[src/rtl/jtmx5k_sdram_sched.sv]
// Four-slot ROM read scheduler in front of a single SDRAM read port.
// Each slot keeps a one-word tag/data cache; misses are served one at a time.
module jtmx5k_sdram_sched #(
    parameter int AW    = 22,
    parameter int DW    = 16,
    parameter bit PRIO0 = 1'b1
) (
    input  logic            clk,
    input  logic            rst,
    input  logic            downloading,
    input  logic [3:0]      slot_cs,
    input  logic [4*AW-1:0] slot_addr,
    output logic [3:0]      slot_ok,
    output logic [4*DW-1:0] slot_dout,
    output logic            sdram_req,
    output logic [AW-1:0]   sdram_addr,
    input  logic            sdram_ack,
    input  logic            data_rdy,
    input  logic [DW-1:0]   data_read
);
    typedef enum logic [1:0] {IDLE, REQ, WAIT} state_t;

    state_t          state, state_nx;
    logic [1:0]      gnt, gnt_nx;
    logic [1:0]      rr, rr_nx;
    logic            req_nx;
    logic [AW-1:0]   addr_nx;
    logic            fill;
    logic [AW-1:0]   tag  [4];
    logic [DW-1:0]   data [4];
    logic [3:0]      valid, hit, miss;
    logic            pick_ok;
    logic [1:0]      pick, idx;

    // The slot currently being fetched is not a miss, so it cannot be re-granted mid-transfer.
    for (genvar i = 0; i < 4; i++) begin : g_slot
        assign hit[i]  = valid[i] && (tag[i] == slot_addr[i*AW +: AW]);
        assign miss[i] = slot_cs[i] && !hit[i] && !(state != IDLE && gnt == 2'(i));
        assign slot_ok[i] = slot_cs[i] && hit[i];
        assign slot_dout[i*DW +: DW] = data[i];
    end

    function automatic logic [1:0] rr_after(input logic [1:0] k);
        if (PRIO0) return (k == 2'd3) ? 2'd1 : k + 2'd1;
        return k + 2'd1;
    endfunction

    always_comb begin
        pick_ok = 1'b0;
        pick    = 2'd0;
        idx     = 2'd0;
        if (PRIO0 && miss[0]) begin
            pick_ok = 1'b1;
        end else begin
            for (int k = 0; k < 4; k++) begin
                idx = rr + 2'(k);
                if (!pick_ok && miss[idx] && !(PRIO0 && idx == 2'd0)) begin
                    pick_ok = 1'b1;
                    pick    = idx;
                end
            end
        end
    end

    always_comb begin
        state_nx = state;
        gnt_nx   = gnt;
        rr_nx    = rr;
        req_nx   = sdram_req;
        addr_nx  = sdram_addr;
        fill     = 1'b0;
        case (state)
            IDLE: begin
                if (!downloading && pick_ok) begin
                    gnt_nx   = pick;
                    addr_nx  = slot_addr[pick*AW +: AW];
                    req_nx   = 1'b1;
                    state_nx = REQ;
                    if (!(PRIO0 && pick == 2'd0)) rr_nx = rr_after(pick);
                end
            end
            REQ: begin
                if (downloading) begin
                    req_nx   = 1'b0;
                    state_nx = IDLE;
                end else if (sdram_ack) begin
                    req_nx   = 1'b0;
                    state_nx = WAIT;
                end
            end
            WAIT: begin
                // Data arriving during a download is consumed but never cached.
                if (data_rdy) begin
                    fill     = !downloading;
                    state_nx = IDLE;
                end
            end
            default: state_nx = IDLE;
        endcase
    end

    always_ff @(posedge clk) begin
        if (rst) begin
            state      <= IDLE;
            gnt        <= 2'd0;
            rr         <= 2'd1;
            sdram_req  <= 1'b0;
            sdram_addr <= '0;
        end else begin
            state      <= state_nx;
            gnt        <= gnt_nx;
            rr         <= rr_nx;
            sdram_req  <= req_nx;
            sdram_addr <= addr_nx;
        end
    end

    always_ff @(posedge clk) begin
        if (rst) begin
            valid <= '0;
            for (int i = 0; i < 4; i++) begin
                tag[i]  <= '0;
                data[i] <= '0;
            end
        end else if (downloading) begin
            valid <= '0;
        end else if (fill) begin
            valid[gnt] <= 1'b1;
            tag[gnt]   <= sdram_addr;
            data[gnt]  <= data_read;
        end
    end
endmodule

[config.mk]
export PLATFORM = sky130hd
export DESIGN_NAME = jtmx5k_sdram_sched
export DESIGN_NICKNAME = d
export VERILOG_FILES = /design/src/rtl/jtmx5k_sdram_sched.sv
export SDC_FILE = /design/constraint.sdc
export NUM_CORES = 1
export LEC_CHECK = 0
export BUFFER_PORTS_ARGS = -buffer_cell sky130_fd_sc_hd__buf_2
export CORE_MARGIN = 3
export CORE_UTILIZATION = 50
export DETAILED_ROUTE_END_ITERATION = 12
export GPL_ROUTABILITY_DRIVEN = 0
export GPL_TIMING_DRIVEN = 0
export HOLD_SLACK_MARGIN = 0.08
export PLACE_DENSITY = 0.74
export SYNTH_ARGS = -nofsm -noshare
export SYNTH_HDL_FRONTEND = slang
export SYNTH_SLANG_ARGS = --single-unit
[constraint.sdc]
create_clock -name clk -period 7.27 [get_ports clk]
set_input_delay 0.3635 -clock clk [delete_from_list [all_inputs] [get_ports clk]]
set_output_delay 0.3635 -clock clk [all_outputs]
set_load 0.01 [all_outputs]
* Yosys cells after proc, flatten, opt, wreduce, memory -nomap -nowiden
Memories as Yosys holds them, arrays and structs flattened.
Cells that the tools add are included.
** Operators by class
- Add/subtract/negate cells :: 4
- Multipliers :: 1
- Divide/modulo/power cells :: 0
- Magnitude comparators :: 6
- Equality and inequality tests :: 13
- Shifts and indexed selects :: 1
- Multiplexer cells :: 51
- Bitwise logic cells :: 2
- Reduce and logical (&&, ||, !) cells :: 61
** Operators by type and width (number)
- equality test 22 bit :: 4
- variable part select 88 x 8 -> 22 bit :: 1
- logical AND 1 bit :: 29
- 2-to-1 mux 1 bit :: 29
- 2-to-1 mux 2 bit :: 13
- 2-to-1 mux 22 bit :: 1
- OR reduction 22 bit :: 1
- logical NOT 1 bit :: 16
- 2-to-1 mux 16 bit :: 1
- OR reduction 16 bit :: 1
- < comparator 2 x 3 -> 1 bit, second input constant :: 5
- logical NOT 2 bit :: 7
- AND reduction 3 bit :: 3
- binary-select mux 1 bit (select 2 bit) :: 4
- equality test 2 bit, second input constant :: 4
- multiplier 2 x 4 -> 6 bit, second input constant :: 1
- one-hot mux 2 bit (3 select lines) :: 1
- adder 2 x 1 -> 2 bit, second input constant :: 2
- adder 2 bit, second input constant :: 2
- equality test 2 x 1 -> 1 bit, second input constant :: 2
- inequality test 2 bit, second input constant :: 2
- OR 4 bit :: 1
- nonzero test 2 bit :: 2
- inequality test 3 bit, second input constant :: 1
- 6 further kinds :: 6
** Word-level totals
- Register bits after elaboration :: 33
- Latch bits :: 0
- Memory bits (writable) :: 152
- Memory bits (read-only) :: 0
- Bits of input ports :: 113
- Word-level logic and storage cells :: 147
- Memories :: 2
** Memories
- tag :: depth 4, width 22, rd ports 4, clocked after Yosys merged registers in 0, write ports 4, RTL line 29 : logic [AW-1:0] tag [4];
- data :: depth 4, width 16, rd ports 4, clocked after Yosys merged registers in 0, write ports 4, RTL line 30 : logic [DW-1:0] data [4];

* Depth between registers and ports, before layout
An unclocked memory read counts as a cell.
- Depth after elaboration :: 31
- Depth in mapped cells :: 17
- Depth with buffers taken out :: 14

* Least setup slack after synthesis
OpenSTA, ideal clock, no wires.
- Path type :: register to register
- Start :: memory tag[0][8]
- End :: register rr[0]
- Arrival :: 3.336 ns
- Data required time :: 7.150 ns
- Slack :: 3.814 ns
- Cell stages (with the launch flop) :: 16
- Clock period less this slack :: 3.456 ns
- Cell sequence :: edfxtp_1 xnor2_1 nand4_1 or4_4 o221a_4 a221o_1 nor3_2 a211oi_1 a211oi_1 buf_6 buf_12 inv_2 ha_1 nor2_1 mux2i_1 or2_1
** RTL lines
- from (decl) :: RTL line 29
- to (signal assigned) :: RTL line 112 : rr <= rr_nx;
- to (decl) :: RTL line 25 : logic [1:0] rr, rr_nx;

==> out/results.txt <==
status - finished clean
worst setup path start - tag[3][12]$_DFFE_PP_
Post-Syn Area per Cell - 12.0 um2
setup bufs post-CTS - 0
crit path time final - 4550 ps
port bufs - 202
first-pass GRT wire length - 38500 um
Largest stage delay, worst path - 460 ps
critical path, cell by cell - xor2_1, nor4_2, nand4_1, o31ai_4, o22ai_2, a221o_1, nor3_2, a211oi_1, a211oi_1, buf_6, buf_12, inv_2, ha_1, nor2_1, mux2i_1, or2_1
Post-CTS Resized - 0
CTS buffer count - 17
PD cells - 268 mW/mm2
initial antenna violation count - 2
fillcell total - 1393
1st-pass router iterations - 5
CTS Hold Bufs - 0
top_reg_cell synth - edfxtp_1
layout cells sized above 1 - 0.298
Final TNS setup - 0 ps
Vias/cell - 5.62
crit-path leading delay family - compound AO/OA/AOI/OAI gates
FF-to-FF Start - tag[3][12]$_DFFE_PP_
Worst Path Buf+Inv - 3
die area - 0.0193 mm2
final slew viol count - 0
CTS root buf - clkbuf_16
leakage power - 4.54 nW
Initial Utilization - 0.521
CP Depth - 16
gr usage total - 0.264
Crit path top cell by count - a211oi_1
gr ovfl total - 0
Syn Inst Count - 733
crit end category - register
RSZ-0062 raised after global routing - false
I/O pin total - 204
Post-synth EDFFs - 152
DRT Wirelength - 25600 um
area share of the largest cell type after synthesis - 0.518
Yosys top cell by area - edfxtp_1
worst hold path class - in2reg
drt wl/cell - 21.5 um
Final ANT Viol Nets - 0
ys async rst share - 0
Max-slew headroom - 0.257
pre-CTS setup slack - 2770 ps
die height - 139 um
Seq/Total Area, Yosys - 0.593
RR Endpoint - rr[0]$_SDFFE_PP1P_
Worst setup endpoint - rr[0]$_SDFFE_PP1P_
CTS Buffer Depth - 2
CP arrival - 4860 ps
Synth Warn # - 0
Synth Register Bits - 185
via count - 6675
Unique masters post-synth - 58
CP required - 7580 ps
Startpoint Class - register
clk_lat worst skew - 430 ps
CP max FO - 10
vias in the first global route - 6745
CTS tree - done
critical path class - reg2reg
Final Cycle Share - 0.625
Die Wd - 139 um
core area - 0.0169 mm2
Synth area leaders - edfxtp_1 (52%), dfxtp_1 (7.5%), mux2i_1 (5.3%), nor2_1 (5.2%), xnor2_1 (5.0%)
largest net degree at the start of global routing - 39
R2R Setup Slk - 2720 ps
R2R depth - 16
dpl hpwl - 18300 um
P&R area growth vs syn - 20.7%
initial drt markers - 539
num rows - 47
peak supply drop - 0.189 mV
Mapped Nets - 852
PnR worst setup slack - 2720 ps
clock input transition at the sequential cells of the worst setup and hold paths - 70 ps
placed cells - 1155
DRC errors left - 0
cell area after synthesis - 0.00882 mm2
Final #Nets - 1073
TritonCTS Sinks - 185
final hold vios - 0
Slew @ Worst Pin - 1120 ps
maximum clock frequency - 220 MHz
fin cells - 1188
# H-tree levels - 4
Worst Clk Skew - 8.62 ps
Max-cap violations - 0
setup violators final - 0
CP max-delay cell - o31ai_4
==> worst reg2reg max path, cell delays in order (launching register included) <==
cell	delay, ps
edfxtp_1	390
xor2_1	170
nor4_2	420
nand4_1	400
o31ai_4	460
o22ai_2	140
a221o_1	460
nor3_2	230
a211oi_1	90
a211oi_1	420
buf_6	290
buf_12	190
inv_2	50
ha_1	180
nor2_1	190
mux2i_1	110
or2_1	240
==> cell type report <==
cell class | count | area (um2) | area share
Sequential cell | 185 | 5230 | 0.491
Multi-Input combinational cell | 474 | 3220 | 0.303
Timing Repair Buffer | 202 | 1010 | 0.0950
Clock buffer | 20 | 447 | 0.0420
Tap cell | 220 | 275 | 0.0259
Buffer | 34 | 221 | 0.0208
Inverter | 40 | 150 | 0.0141
Clock inverter | 12 | 88.8 | 0.00835
Antenna cell | 1 | 2.50 | 0.000235
==> cells in the mapped netlist (4+ instances only) <==
cell type and count:
nor4_1 8, nor2b_1 4, xnor2_1 50, ha_1 6
a21oi_1 5, buf_12 4, inv_1 37, and2_1 7
or3_1 4, buf_4 4, nand2_1 63, nand4_1 15
o221ai_2 22, xor2_1 38, or2_2 4, nand3_1 4
buf_2 5, clkbuf_1 20, mux2i_1 47, dfxtp_1 33
edfxtp_1 152, nor3_1 12, nor2_1 121, and3_1 20
==> metal layers <==
layer	part of all wire	vias to the layer above	wire (um)	GRT usage
met5	0.00035	-	9	0
met4	0.026	2	659	0.0881
met3	0.10	53	2640	0.0738
met2	0.48	336	12300	0.428
met1	0.39	3242	9990	0.347
li1	-	3042	-	-
==> layout by cell type, fill, tap and decap left out, drive strengths merged, types with 3 or more instances in the layout <==
| cell | count |
|---|---|
| and2 | 7 |
| nor2 | 122 |
| or2 | 6 |
| nor3 | 13 |
| buf | 216 |
| ha | 6 |
| o22ai | 4 |
| o221ai | 22 |
| nand4 | 15 |
| nand3 | 4 |
| clkbuf | 40 |
| dfxtp | 33 |
| a211oi | 3 |
| and3 | 20 |
| mux2i | 47 |
| nor2b | 4 |
| inv | 48 |
| edfxtp | 152 |
| o21ai | 4 |
| nor4 | 11 |
| a21oi | 6 |
| or3 | 4 |
| nand2 | 64 |
| xnor2 | 50 |
| xor2 | 38 |
| nand2b | 3 |
==> power by group <==
| part | internal, mW | switching [mW] |
|---|---|---|
| sequential | 1.21 | 0.0542 |
| combinational | 0.283 | 0.436 |
| clock | 0.452 | 0.409 |
| total | 1.95 | 0.900 |
==> registers in the layout, indices dropped and copies added (netlist names) <==
| signal | cells |
|---|---|
| tag | 88 |
| data | 64 |
| sdram_addr | 22 |
| valid | 4 |
| gnt | 2 |
| rr | 2 |
| state | 2 |
| sdram_req | 1 |
==> kinds of logic after synthesis <==
family          count (synthesis)  synth area share
flops                         185             0.593
mux                            47            0.0533
compound gates                 53            0.0670
buf+inv                        74            0.0421
xor+xnor                       88            0.0874
simple gates                  280             0.149
fa+ha+maj                       6           0.00851
==> worst min-delay path by stage <==
stage                                           from                    endpoint  slack [ps]  depth (start not counted)
after floorplan                          downloading       valid[0]$_SDFFE_PP0P_         440                          1
after global placement    sdram_addr[5]$_SDFFE_PP0P_  sdram_addr[5]$_SDFFE_PP0P_         470                          2
after detailed placement  sdram_addr[3]$_SDFFE_PP0P_  sdram_addr[3]$_SDFFE_PP0P_         470                          2
after CTS                                downloading       valid[1]$_SDFFE_PP0P_         220                          2
after global routing                     downloading       valid[2]$_SDFFE_PP0P_         250                          2
final                                   data_read[5]    data[1][5]$_SDFFCE_PN0P_         250                          2
==> through the flow <==
stage | util | hold slack [ps] | cell area (um2) | power [mW]
after floorplan | - | 443 | 8820 | 1.74
after global placement | 0.597 | 474 | 10100 | 1.99
after detailed placement | 0.597 | 472 | 10100 | 2.00
after CTS | 0.628 | 219 | 10600 | 2.84
after global routing | 0.628 | 248 | 10600 | 2.95
final | 0.628 | 250 | 10600 | 2.85
(Power assumes the default switching activity.)
